$ cat src/rtl/queen_solution_receiver_if.sv
// Row-word streaming bus between the N-queens solver and its receiver.
// The master drives one one-hot row word per beat; the slave returns in_ready.
interface queen_solution_receiver_if #(
  parameter int N = 8
);
  logic         in_valid;
  logic [N-1:0] in_data;
  logic         in_ready;

  modport master (output in_valid, output in_data, input  in_ready);
  modport slave  (input  in_valid, input  in_data, output in_ready);
endinterface

$ cat src/rtl/queen_solution_receiver.sv
// Receives N-queens solution frames row by row, rebuilds the board and re-verifies it
// pair by pair, reporting a per-frame verdict, a saturating solution count and end of search.
module queen_solution_receiver #(
  parameter int N       = 8,
  parameter int COL_W   = 3,
  parameter int COUNT_W = 8
) (
  input  logic                       clk,
  input  logic                       reset,
  queen_solution_receiver_if.slave   row_bus,
  input  logic                       solver_done,
  output logic                       sol_valid,
  output logic                       sol_ok,
  output logic                       err_onehot,
  output logic                       err_conflict,
  output logic                       err_truncated,
  output logic [COUNT_W-1:0]         sol_count,
  output logic                       finished,
  input  logic [COL_W-1:0]           rd_addr,
  output logic [COL_W-1:0]           rd_col
);

  typedef enum logic [1:0] {IDLE, RECV, CHECK, REPORT} state_t;

  localparam logic [COL_W-1:0] LAST_ROW = COL_W'(N - 1);
  localparam logic [COL_W-1:0] LAST_I   = COL_W'(N - 2);

  state_t             state, next_state;
  logic [COL_W-1:0]   board [N];
  logic [COL_W-1:0]   row_idx;
  logic [COL_W-1:0]   pair_i, pair_j;
  logic               done_pending;

  logic               handshake, last_beat, accept, truncate, last_pair;
  logic [COL_W-1:0]   enc_col;
  logic               onehot_ok;
  logic [COL_W:0]     col_a, col_b, col_diff, row_diff;
  logic               pair_conflict;

  assign row_bus.in_ready = reset && !finished && (state == IDLE || state == RECV);

  assign handshake = row_bus.in_valid && row_bus.in_ready;
  assign last_beat = (state == RECV) && (row_idx == LAST_ROW);
  // A done pulse beats an ordinary row, but never the row that completes the frame.
  assign accept    = handshake && !(solver_done && !last_beat);
  assign truncate  = (state == RECV) && solver_done && !accept;
  assign last_pair = (pair_i == LAST_I) && (pair_j == LAST_ROW);

  assign sol_valid = (state == REPORT);
  assign sol_ok    = (state == REPORT) && !err_onehot && !err_conflict;
  assign rd_col    = board[rd_addr];

  // Lowest set bit wins, so malformed words still map to a defined column.
  always_comb begin
    enc_col = '0;
    for (int c = N - 1; c >= 0; c--) begin
      if (row_bus.in_data[c]) enc_col = COL_W'(c);
    end
    onehot_ok = (row_bus.in_data != '0) &&
                ((row_bus.in_data & (row_bus.in_data - N'(1))) == '0);
  end

  always_comb begin
    col_a         = {1'b0, board[pair_i]};
    col_b         = {1'b0, board[pair_j]};
    col_diff      = (col_a >= col_b) ? (col_a - col_b) : (col_b - col_a);
    row_diff      = {1'b0, pair_j} - {1'b0, pair_i};
    pair_conflict = (col_diff == '0) || (col_diff == row_diff);
  end

  always_ff @(posedge clk or negedge reset) begin
    if (!reset) state <= IDLE;
    else        state <= next_state;
  end

  always_comb begin
    next_state = state;
    case (state)
      IDLE:    if (accept) next_state = RECV;
      RECV:    if (accept && last_beat) next_state = CHECK;
               else if (truncate)       next_state = IDLE;
      CHECK:   if (last_pair) next_state = REPORT;
      REPORT:  next_state = IDLE;
      default: next_state = IDLE;
    endcase
  end

  always_ff @(posedge clk or negedge reset) begin
    if (!reset) begin
      for (int r = 0; r < N; r++) board[r] <= '0;
      row_idx       <= '0;
      pair_i        <= '0;
      pair_j        <= COL_W'(1);
      err_onehot    <= 1'b0;
      err_conflict  <= 1'b0;
      err_truncated <= 1'b0;
      sol_count     <= '0;
      finished      <= 1'b0;
      done_pending  <= 1'b0;
    end else begin
      err_truncated <= 1'b0;

      if (accept) begin
        board[row_idx] <= enc_col;
        row_idx        <= last_beat ? '0 : row_idx + COL_W'(1);
        if (row_idx == '0) begin
          err_onehot   <= !onehot_ok;
          err_conflict <= 1'b0;
        end else if (!onehot_ok) begin
          err_onehot   <= 1'b1;
        end
        if (last_beat && solver_done) done_pending <= 1'b1;
      end

      if (truncate) begin
        row_idx       <= '0;
        err_truncated <= 1'b1;
        finished      <= 1'b1;
      end

      if (state == IDLE && solver_done) finished <= 1'b1;

      // Full triangular sweep of row pairs, no early exit.
      if (state == CHECK) begin
        if (pair_conflict) err_conflict <= 1'b1;
        if (last_pair) begin
          pair_i <= '0;
          pair_j <= COL_W'(1);
        end else if (pair_j == LAST_ROW) begin
          pair_i <= pair_i + COL_W'(1);
          pair_j <= pair_i + COL_W'(2);
        end else begin
          pair_j <= pair_j + COL_W'(1);
        end
        if (solver_done) done_pending <= 1'b1;
      end

      if (state == REPORT) begin
        if (sol_ok && !(&sol_count)) sol_count <= sol_count + COUNT_W'(1);
        if (done_pending || solver_done) finished <= 1'b1;
        done_pending <= 1'b0;
      end
    end
  end

endmodule

$ cat src/flat_wrapper.sv
// flat-port wrapper written by rule: the top's interface ports become plain ports
module queen_solution_receiver_flat 
#(
  parameter int N       = 8,
  parameter int COL_W   = 3,
  parameter int COUNT_W = 8
)
  (clk, reset, solver_done, sol_valid, sol_ok, err_onehot, err_conflict, err_truncated, sol_count, finished, rd_addr, rd_col, row_bus_in_valid, row_bus_in_data, row_bus_in_ready);
  queen_solution_receiver_if #(.N(N)) row_bus_i ();
  input  logic clk;
  input  logic reset;
  input  logic solver_done;
  output logic sol_valid;
  output logic sol_ok;
  output logic err_onehot;
  output logic err_conflict;
  output logic err_truncated;
  output logic [COUNT_W-1:0] sol_count;
  output logic finished;
  input  logic [COL_W-1:0] rd_addr;
  output logic [COL_W-1:0] rd_col;
  input wire logic [$bits(row_bus_i.in_valid)-1:0] row_bus_in_valid;
  input wire logic [$bits(row_bus_i.in_data)-1:0] row_bus_in_data;
  output wire logic [$bits(row_bus_i.in_ready)-1:0] row_bus_in_ready;
  assign row_bus_i.in_valid = row_bus_in_valid;
  assign row_bus_i.in_data = row_bus_in_data;
  assign row_bus_in_ready = row_bus_i.in_ready;
  queen_solution_receiver #(.N(N), .COL_W(COL_W), .COUNT_W(COUNT_W)) u_core (.clk(clk), .reset(reset), .row_bus(row_bus_i), .solver_done(solver_done), .sol_valid(sol_valid), .sol_ok(sol_ok), .err_onehot(err_onehot), .err_conflict(err_conflict), .err_truncated(err_truncated), .sol_count(sol_count), .finished(finished), .rd_addr(rd_addr), .rd_col(rd_col));
endmodule
$ cat config.mk
export PLATFORM = sky130hd
export DESIGN_NAME = queen_solution_receiver_flat
export DESIGN_NICKNAME = d
export VERILOG_FILES = /design/src/rtl/queen_solution_receiver_if.sv /design/src/rtl/queen_solution_receiver.sv /design/src/flat_wrapper.sv
export SDC_FILE = /design/constraint.sdc
export NUM_CORES = 1
export LEC_CHECK = 0
export ABC_AREA = 1
export CORE_UTILIZATION = 50
export CTS_CLUSTER_DIAMETER = 100
export DETAILED_ROUTE_END_ITERATION = 10
export GPL_ROUTABILITY_DRIVEN = 0
export PLACE_DENSITY = 0.78
export SETUP_SLACK_MARGIN = 0.02
export SLEW_MARGIN = 30
export SYNTH_ARGS = -nofsm -noshare
export SYNTH_HDL_FRONTEND = slang
export SYNTH_SLANG_ARGS = --single-unit
$ cat constraint.sdc
create_clock -name clk -period 3 [get_ports clk]
set_clock_uncertainty 0.05 [all_clocks]
set_input_delay 0.75 -clock clk [delete_from_list [all_inputs] [get_ports clk]]
set_output_delay 0.75 -clock clk [all_outputs]
set_load 0.1 [all_outputs]
==> run summary, run 1 <==
PortBufs: 32
Mean cell area of the mapped netlist: 7.19 um^2
Startpoint Class: input port
Ys async rst share: 100%
Global Route Usage Sum: 24.4%
Post-DP HPWL: 6220 um
Worst setup EP type: primary output
Max-slew headroom at the worst pin: 59.4%
Post-synth EDFFs: 0
Placed cells: 583
Antenna-violating nets left: 0
Vias in the first global route: 3036
Switching portion of total power: 24.6%
TritonCTS Buffers: 5
Post-synthesis sequential area ratio: 36.3%
Status: completed
Largest net degree at the start of global routing: 49
First-pass GRT wire length: 13800 um
Deepest clock path buffer count: 2
Post-synth top area share: 35.5%
Final setup vio count: 0
Htree depth: 2
Detailed Route WL: 8180 um
Netlist Area Pre-Place: 3320 um^2
Period utilization: 98.1%
Flop pwr share: 52.0%
Vias: 3235
Cell family with most CP delay: buffers and inverters
Area contributors post-synth: dfrtp_1, nand2_1, o21ai_0, inv_1, ha_1
Critical Path AT: 2.14 ns
DR iter-0 viols: 244
Max Fclk: 0.340 GHz
CP Data Required Time: 2.20 ns
DP Worst Slack: -0.00709 ns
CTS tree: yes
Setup TNS: 0 ns
Hold/Removal Path Class: reg -> reg
Critical path's slowest cell: clkdlybuf4s50_1
Hold slack final: 0.448 ns
Drt wl/cell: 13.7 um
FP Rows: 29
Critical Path Fanout Max: 11
RSZ-0062 raised after global routing: yes
Worst slew pin tran: 0.609 ns
Fill count: 570
Logic pwr share: 9.7%
Library cells used by synthesis: 35
Int Power: 938 uW
Post-synthesis cell count: 461
PwrDens: 302 nW/um^2
IO Count: 33
Syn nets: 497
Die Area: 6960 um^2
Max cap viols: 0
Number of remaining DRC errors: 0
Clock transition at path regs: 0.09 ns
Number of antenna violations at the first check in global routing: 0
Psw: 306 uW
Initial Util: 51.9%
Clock Tree Root: clkbuf_8
CP bufs+invs: 3
Clk pwr share: 38.3%
NumNets Final: 554
Antenna cells: 0
Crit Path Category: in -> out
Drt first pass iters: 5
Critical-path cell list: clkdlybuf4s50_1, buf_6, o21ai_0, o21ai_1, a21oi_1, a31oi_4, buf_12
Synthesis warning total: 0
Area taken by multi-input logic gates: 1910 um^2
Core area: 6390 um^2
Most frequent cells in the layout: nand2_1, inv_1, o21ai_0
DR vias/cell: 5.43
Clk sinks: 48
Hold Buf Count CTS: 0
Final instance count without filler cells: 596
Synth area leader: dfrtp_1
Final Slew Violations: 0
Worst path max stage delay: 0.51 ns
Worst VDD drop: 0.000277 V
FF+latch count, synth: 48
Fin crit period: 2.94 ns
Die Y: 83.4 um
Final core occ: 64.5%
Most common cell after layout, fill and taps aside: nand2_1
Total area of sequential cells: 1200 um^2
Die Wd: 83.4 um
Final setup margin: 0.0584 ns
Worst-Skew Late Latency: 0.31 ns
Hold Vio Cnt, Final: 0
Overflow after GRT: 0
Share of cells above drive strength 1: 16.6%
Synth Flop Type: dfrtp_1
Leakage: 1.97 nW
Synthesis-to-finish area growth: 24.2%
[cell usage after synthesis, types with 2 or more instances]
library cell	n
xnor2_1	4
nor2_4	2
buf_2	6
clkinv_1	2
nand4_1	2
a21oi_1	30
fa_1	4
dfrtp_1	47
clkbuf_1	2
a31oi_1	3
nand3_1	20
inv_1	62
o31ai_1	2
xor2_1	6
o21ai_0	71
ha_1	17
nand2_2	3
nor3_1	6
nor2_1	37
o21ai_1	19
nand2_1	102
[through the flow]
stage               instance area (um^2)  power [mW]
finish                              4120        1.24
global route                        4120        1.28
CTS                                 4040        1.25
detailed placement                  3930       0.780
global placement                    3930       0.778
floorplan                           3360       0.720
[routing by layer]
metal / track usage, % / vias up / part of all wire (%) / wire length [um]
met5: 0 / - / 0 / 0
met4: 8.32 / 0 / 1.6 / 133
met3: 3.98 / 11 / 5.2 / 422
met2: 40.5 / 88 / 49 / 3980
met1: 32.6 / 1501 / 45 / 3650
li1: - / 1635 / - / -
[sequential cells by signal, summed over array words and instances, names as in the netlist, named ones only]
| register | flops |
|---|---|
| u_core.err_conflict | 1 |
| u_core.pair_j | 3 |
| u_core.err_onehot | 1 |
| u_core.row_idx | 3 |
| u_core.sol_count | 8 |
| u_core.board | 24 |
| u_core.finished | 1 |
| u_core.err_truncated | 1 |
| u_core.state | 1 |
| u_core.done_pending | 1 |
| u_core.pair_i | 3 |
[power by group through the flow]
stage	sequential [mW]	combinational, mW	clock, mW
4_1_cts	0.646	0.121	0.483
5_1_grt	0.647	0.132	0.505
3_3_place_gp	0.659	0.119	0
6_report	0.646	0.121	0.476
2_1_floorplan	0.659	0.0607	0
3_5_place_dp	0.659	0.121	0
[cells by family after synthesis]
logic type	count (synthesis)	synth area share (%)
compound gates	130	20.5
flops	48	36.3
buf+inv	74	8.64
xor+xnor	10	2.64
fa+ha+maj	21	8.83
simple gates	178	23.2
[final cells by class]
class	instances	area share [%]
clock buffer	5	1.67
clock inverter	3	1.03
inverter	65	5.99
multi-input combinational	339	46.3
sequential	48	29.2
tap	77	2.34
timing repair buffer	59	13.5
[worst reg2reg max path, cell delays in order, from the launching register on]
cell	delay (ns)
dfstp_2	0.60
buf_12	0.13
o21ai_2	0.05
o21ai_1	0.13
inv_1	0.06
o21ai_2	0.15
ha_2	0.19
inv_2	0.04
fa_2	0.35
inv_2	0.07
fa_2	0.44
inv_1	0.07
nand2_1	0.07
nand3_2	0.08
nand2_1	0.05
nor2_1	0.08
nand2_1	0.05
nand2_1	0.05
nand2_1	0.05
nand2_1	0.06
[final timing paths]
kind	startpoint	to	slack, ns	cells after the start
max reg2reg	u_core.pair_j[0]	u_core.err_conflict	0.13	19
min	u_core.board[18]	u_core.board[18]	0.45	2
min in group asynchronous	reset	u_core.pair_i[2]	0.49	2
max in group asynchronous	reset	u_core.board[16]	1.99	2
min reg2reg	u_core.board[18]	u_core.board[18]	0.45	2
max	rd_addr[0]	rd_col[1]	0.06	7
[repair_timing]
action | in CTS | in global routing
gates resized for setup | 5 | 31
pin swaps | 0 | 12
setup buffers | 0 | 5
endpoints found under the setup margin | 2 | 4
No activity file was read; power rests on OpenSTA's default activity.
==> run 2, diff against run 1 <==
--- a/config.mk
+++ b/config.mk
@@ -6,12 +6,12 @@
 export NUM_CORES = 1
 export LEC_CHECK = 0
 export ABC_AREA = 1
-export CORE_UTILIZATION = 50
+export CORE_UTILIZATION = 52
 export CTS_CLUSTER_DIAMETER = 100
 export DETAILED_ROUTE_END_ITERATION = 10
 export GPL_ROUTABILITY_DRIVEN = 0
-export PLACE_DENSITY = 0.78
-export SETUP_SLACK_MARGIN = 0.02
+export PLACE_DENSITY = 0.81
+export SETUP_SLACK_MARGIN = 0.4
 export SLEW_MARGIN = 30
 export SYNTH_ARGS = -nofsm -noshare
 export SYNTH_HDL_FRONTEND = slang
==> run 2 against run 1 <==
Against the previous run: global-route usage increased by 1.8 points; the run now ends with setup timing left; largest power group unchanged; register-to-register slack lost 0.13 ns; setup slack got worse by 0.060 ns.
==> run summary, run 2 (synthesis results as in run 1) <==
Worst setup EP type: register
Hold Vio Cnt, Final: 0 (unchanged)
Clock transition at path regs: 0.09 ns (about the same)
Final core occ: 69.9% (+5.4 points)
Crit Path Category: reg -> reg
Global Route Usage Sum: 26.2% (+1.8 points)
Final instance count without filler cells: 595 (-0.17%)
Worst-Skew Late Latency: 0.30 ns (about the same)
Reg with most FFs: u_core.board
Drt first pass iters: 5 (unchanged)
DR iter-0 viols: 255 (+4.5%)
Final setup margin: -0.00175 ns (-0.0602 ns)
Power Total: 1.23 mW (-1.1%)
Reg2Reg Setup Slack: -0.002 ns (-0.13 ns)
Reg2reg start: u_core.pair_j[0]
Number of antenna violations at the first check in global routing: 0 (unchanged)
PortBufs: 32 (unchanged)
CTS tree: yes
Max Fclk: 0.333 GHz (-2.0%)
Initial Util: 55.0% (+3.1 points)
Placed cells: 573 (-1.7%)
Most common cell after layout, fill and taps aside: nand2_1
PwrDens: 292 nW/um^2 (-3.3%)
Worst slew pin tran: 0.589 ns (-0.0203 ns)
TritonCTS Buffers: 5 (unchanged)
First-pass GRT wire length: 13200 um (-4.0%)
Period utilization: 100% (+2.0 points)
Area after DPL: 3870 um^2 (-1.4%)
Final Slew Violations: 0 (unchanged)
Crit Reg-Reg Endpoint: u_core.err_conflict
IO Count: 33 (unchanged)
Htree depth: 2 (unchanged)
CP Data Required Time: 3.20 ns (+1.00 ns)
Max-slew headroom at the worst pin: 60.8% (+1.4 points)
Max FFs per register: 24 (unchanged)
Hold Buf Count CTS: 0 (unchanged)
Violated checks: setup timing
Status: complete, but fails checks
Final setup vio count: 1 (+1)
Antenna-violating nets left: 0 (unchanged)
Setup TNS: -0.00175 ns (-0.00175 ns)
Post-DP HPWL: 6130 um (-1.5%)
Fin crit period: 3.00 ns (+0.0602 ns)
Antenna cells: 0 (unchanged)
Overflow after GRT: 0 (unchanged)
Worst hold start: u_core.board[15]
Final Cell Area: 4210 um^2 (+2.2%)
Hold/Removal Path Class: reg -> reg
Share of cells above drive strength 1: 22.5% (+5.9 points)
DR vias/cell: 5.60 (+3.1%)
Worst hold path endpoint: u_core.board[15]
Vias: 3330 (+2.9%)
Drt wl/cell: 14.1 um (+3.0%)
Max cap viols: 0 (unchanged)
Die Wd: 81.9 um (-1.9%)
Startpoint Class: register
Clock Tree Root: clkbuf_8
Synthesis-to-finish area growth: 27.0%
Clk sinks: 48 (unchanged)
Most frequent cells in the layout: nand2_1, inv_1, o21ai_0
Hold slack final: 0.445 ns (-0.00332 ns)
Worst VDD drop: 0.000323 V (+17%)
FP Rows: 28 (-3.4%)
Core area: 6030 um^2 (-5.6%)
Largest net degree at the start of global routing: 49 (unchanged)
Biggest regs: u_core.board (24), u_core.sol_count (8)
Die Y: 81.9 um (-1.9%)
Depth of the worst hold-timing path: 2 (unchanged)
Leakage: 2.00 nW (+1.8%)
RSZ-0062 raised after global routing: yes
Deepest clock path buffer count: 2 (unchanged)
FF-to-FF path depth: 21 (+2)
Critical Path Fanout Max: 6 (-5)
Die Area: 6700 um^2 (-3.8%)
Critical Path AT: 3.20 ns (+1.06 ns)
Number of remaining DRC errors: 0 (unchanged)
NumNets Final: 555 (+0.18%)
Detailed Route WL: 8410 um (+2.8%)
DP Worst Slack: 0.00150 ns (+0.00859 ns)
Vias in the first global route: 2998 (-1.3%)
run 2: changes by cell type in the layout (fill, tap and decap cells not counted), sizes merged:
cell           change
clkdlybuf4s50      -2
clkinvlp           -1
clkbuf             +1
clkinv             +1
inv                -1
buf                +3
run 2: final cells by class:
class | count | area (um^2)
clock buffer | 6 | 72.6
fill | 503 | 1820
inverter | 65 | 259
sequential | 48 | 1210
timing repair buffer | 60 | 538
clock inverter | 2 | 35.0
tap | 75 | 93.8
multi-input combinational | 339 | 2010
run 2: worst max-delay path, stage by stage, from the launching register on:
cell      delay [ns]
dfstp_2         0.57
buf_12          0.12
clkinv_8        0.05
a21oi_2         0.11
o21ai_1         0.07
nand2_1         0.08
nand2_1         0.07
o21ai_2         0.08
ha_2            0.19
inv_2           0.05
fa_2            0.35
inv_2           0.07
fa_2            0.44
inv_2           0.07
nand2_2         0.05
nand3_2         0.07
nand2_2         0.05
nor2_2          0.13
nand2_2         0.08
nand2_2         0.08
nand2_1         0.05
nand2_1         0.06
run 2: what timing repair did:
| action | CTS | global route |
|---|---|---|
| buffers inserted | 8 | 5 |
| gates resized for setup | 27 | 40 |
| endpoints found under the setup margin | 4 | 4 |
| cloned | 1 | 0 |
| pin swaps | 1 | 19 |
run 2: layer usage:
metal / share of wire [%] / routed length (um) / global-route usage [%]
met4: 2.4 / 206 / 9.65
met5: 0 / 0 / 0
met1: 41 / 3450 / 33.4
met3: 6.7 / 564 / 3.67
met2: 50 / 4190 / 45.1
run 2: worst max path at each step:
| stage | start | end | slack, ns | cells past startpoint |
|---|---|---|---|---|
| 3_3_place_gp | rd_addr[0] | rd_col[1] | 0.07 | 7 |
| 5_1_grt | u_core.pair_j[0] | u_core.err_conflict | -0.10 | 22 |
| 4_1_cts | u_core.pair_j[0] | u_core.err_conflict | 0.17 | 21 |
| 6_report | u_core.pair_j[0] | u_core.err_conflict | -0.002 | 21 |
| 2_1_floorplan | u_core.pair_j[0] | u_core.err_conflict | 0.31 | 20 |
| 3_5_place_dp | rd_addr[1] | rd_col[0] | 0.001 | 6 |
run 2: power by group:
group | switching [mW] | internal (mW)
Sequential | 0.0000000000848 | 0.646
Combinational | 0.0801 | 0.0459
Clock | 0.210 | 0.247
==> run 3, diff against run 2 <==
--- a/config.mk
+++ b/config.mk
@@ -9,7 +9,6 @@
 export CORE_UTILIZATION = 52
 export CTS_CLUSTER_DIAMETER = 100
 export DETAILED_ROUTE_END_ITERATION = 10
-export GPL_ROUTABILITY_DRIVEN = 0
 export PLACE_DENSITY = 0.81
 export SETUP_SLACK_MARGIN = 0.4
 export SLEW_MARGIN = 30
==> run 3 against run 2 <==
Against the previous run: the run now ends clean; cell area fell by 3.7%; via count down 3.5%; core utilization shrank 2.6 points; setup slack better by 0.13 ns; non-clock buffer count decreased by 6; largest cell class unchanged.
==> run summary, run 3 (synthesis results as in run 1) <==
Global Route Usage Sum: 26.7% (+0.41 points)
Total area of sequential cells: 1200 um^2 (-0.10%)
Hold Vio Cnt, Final: 0 (unchanged)
Reg2Reg Setup Slack: 0.12 ns (+0.13 ns)
Crit Reg-Reg Endpoint: u_core.err_conflict
Share of cells above drive strength 1: 17.9% (-4.6 points)
NumNets Final: 549 (-1.1%)
Number of antenna violations at the first check in global routing: 0 (unchanged)
Drt first pass iters: 5 (unchanged)
DR iter-0 viols: 286 (+12%)
Worst hold start: u_core.board[15]
Final GP Congestion: 0.895
Critical Path Fanout Max: 7 (+1)
First-pass GRT wire length: 13600 um (+2.7%)
Critical Path AT: 3.04 ns (-0.16 ns)
Worst slew pin tran: 0.596 ns (+0.00712 ns)
Flop pwr share: 55.2% (+2.6 points)
Detailed Route WL: 7940 um (-5.7%)
Final setup vio count: 0 (-1)
DR vias/cell: 5.46 (-2.5%)
Worst VDD drop: 0.000301 V (-6.8%)
TritonCTS Buffers: 5 (unchanged)
Final Slew Violations: 0 (unchanged)
Core area: 6030 um^2 (unchanged)
Max-slew headroom at the worst pin: 60.3% (-0.47 points)
Clock Tree Root: clkbuf_8
Max Fclk: 0.348 GHz (+4.4%)
Switching portion of total power: 25.2% (+1.6 points)
Hold/Removal Path Class: reg -> reg
Max FFs per register: 24 (unchanged)
Deepest clock path buffer count: 2 (unchanged)
Final core occ: 67.3% (-2.6 points)
Fin crit period: 2.88 ns (-0.125 ns)
Reg2reg start: u_core.pair_j[0]
Critical-path cell list: o21ai_1, o21ai_1, inv_1, o21ai_2, ha_2, inv_2, fa_2, inv_2, fa_2, nand2_1, nand3_1, nand2_1, nor2_1, nand2_1, nand2_2, nand2_2, nand2_1
Initial Util: 55.0% (unchanged)
Most used cell, CP: nand2_1
CP Data Required Time: 3.16 ns (-0.04 ns)
Clock transition at path regs: 0.09 ns (about the same)
Int Power: 876 uW (-6.8%)
IO Count: 33 (unchanged)
Clk sinks: 48 (unchanged)
Period utilization: 95.9% (-4.2 points)
Startpoint Class: register
Synthesis-to-finish area growth: 22.3%
Vias: 3214 (-3.5%)
Status: completed
Biggest regs: u_core.board (24), u_core.sol_count (8)
Depth of the worst hold-timing path: 2 (unchanged)
Clk pwr share: 34.0% (-3.2 points)
Die Y: 81.9 um (unchanged)
Area taken by multi-input logic gates: 1920 um^2 (-4.2%)
Worst path max stage delay: 0.68 ns (+0.11 ns)
Reg with most FFs: u_core.board
Fill count: 508 (+0.99%)
Psw: 295 uW (+1.8%)
Worst setup EP type: register
CTS tree: yes
Number of remaining DRC errors: 0 (unchanged)
Logic pwr share: 10.8% (+0.6 points)
FP Rows: 28 (unchanged)
Worst hold path endpoint: u_core.board[15]
Overflow after GRT: 0 (unchanged)
Post-DP HPWL: 6000 um (-2.1%)
Largest net degree at the start of global routing: 49 (unchanged)
PortBufs: 32 (unchanged)
Vias in the first global route: 3042 (+1.5%)
Hold slack final: 0.448 ns (+0.00322 ns)
FF-to-FF path depth: 17 (-19%)
Worst-Skew Late Latency: 0.31 ns (about the same)
Critical path's slowest cell: dfstp_2
Htree depth: 2 (unchanged)
Most frequent cells in the layout: nand2_1, inv_1, o21ai_0
Max cap viols: 0 (unchanged)
PwrDens: 289 nW/um^2 (-1.1%)
Die Wd: 81.9 um (unchanged)
Crit Path Category: reg -> reg
Drt wl/cell: 13.5 um (-4.7%)
RSZ-0062 raised after global routing: yes
Antenna-violating nets left: 0 (unchanged)
Most common cell after layout, fill and taps aside: nand2_1
Die Area: 6700 um^2 (unchanged)
Leakage: 1.94 nW (-3.1%)
DP Worst Slack: 0.0173 ns (+0.0158 ns)
Final setup margin: 0.124 ns (+0.125 ns)
Antenna cells: 0 (unchanged)
[run 3: area by class of cell]
cell class,instances,area share [%]
tap,75,2.31
clock inverter,2,0.247
sequential,48,29.7
timing repair buffer,54,11.8
multi-input combinational,339,47.4
clock buffer,6,2.04
inverter,65,6.48
[run 3: through the flow]
stage | instance area (um^2) | total power [mW] | cells | setup TNS [ns]
floorplan | 3420 | 0.722 | 461 | 0
global placement | 3880 | 0.780 | 574 | 0
detailed placement | 3880 | 0.783 | 574 | 0
CTS | 4040 | 1.18 | 588 | 0
global route | 4060 | 1.21 | 589 | -0.0844
finish | 4060 | 1.17 | 589 | 0
[run 3: what timing repair did]
item,in CTS,in global routing
setup endpoints to repair,4,4
pin swaps,4,2
setup buffers,5,1
hold buffers,0,0
cloned,1,0
resized for setup,27,12
[run 3: how the worst max path moves through the flow]
| stage | slack, ns | cells past startpoint | endpoint | startpoint |
|---|---|---|---|---|
| floorplan | 0.31 | 20 | u_core.err_conflict | u_core.pair_j[0] |
| global placement | 0.07 | 6 | rd_col[0] | rd_addr[1] |
| detailed placement | 0.02 | 6 | rd_col[0] | rd_addr[1] |
| CTS | 0.11 | 20 | u_core.err_conflict | u_core.pair_j[0] |
| global route | -0.08 | 18 | u_core.err_conflict | u_core.pair_i[0] |
| finish | 0.12 | 17 | u_core.err_conflict | u_core.pair_j[0] |
[run 3: critical path, delay by kind of cell (launching register included)]
kind | cells | cell delay [ns]
fa+ha+maj | 3 | 0.97
simple gates | 8 | 0.52
buf+inv | 3 | 0.17
compound gates | 3 | 0.40
flops | 1 | 0.68
[run 3: power groups by stage]
stage / registers [mW] / logic (mW) / clock network [mW]
2_1_floorplan: 0.659 / 0.0626 / 0
3_3_place_gp: 0.659 / 0.121 / 0
3_5_place_dp: 0.659 / 0.123 / 0
4_1_cts: 0.646 / 0.127 / 0.408
5_1_grt: 0.646 / 0.137 / 0.424
6_report: 0.646 / 0.126 / 0.399
[run 3: per-layer routing]
| metal | global-route usage (%) | share of wire (%) |
|---|---|---|
| met2 | 45.1 | 48 |
| met1 | 33.8 | 44 |
| met5 | 0 | 0 |
| met3 | 4.11 | 5.1 |
| met4 | 11.1 | 2.3 |
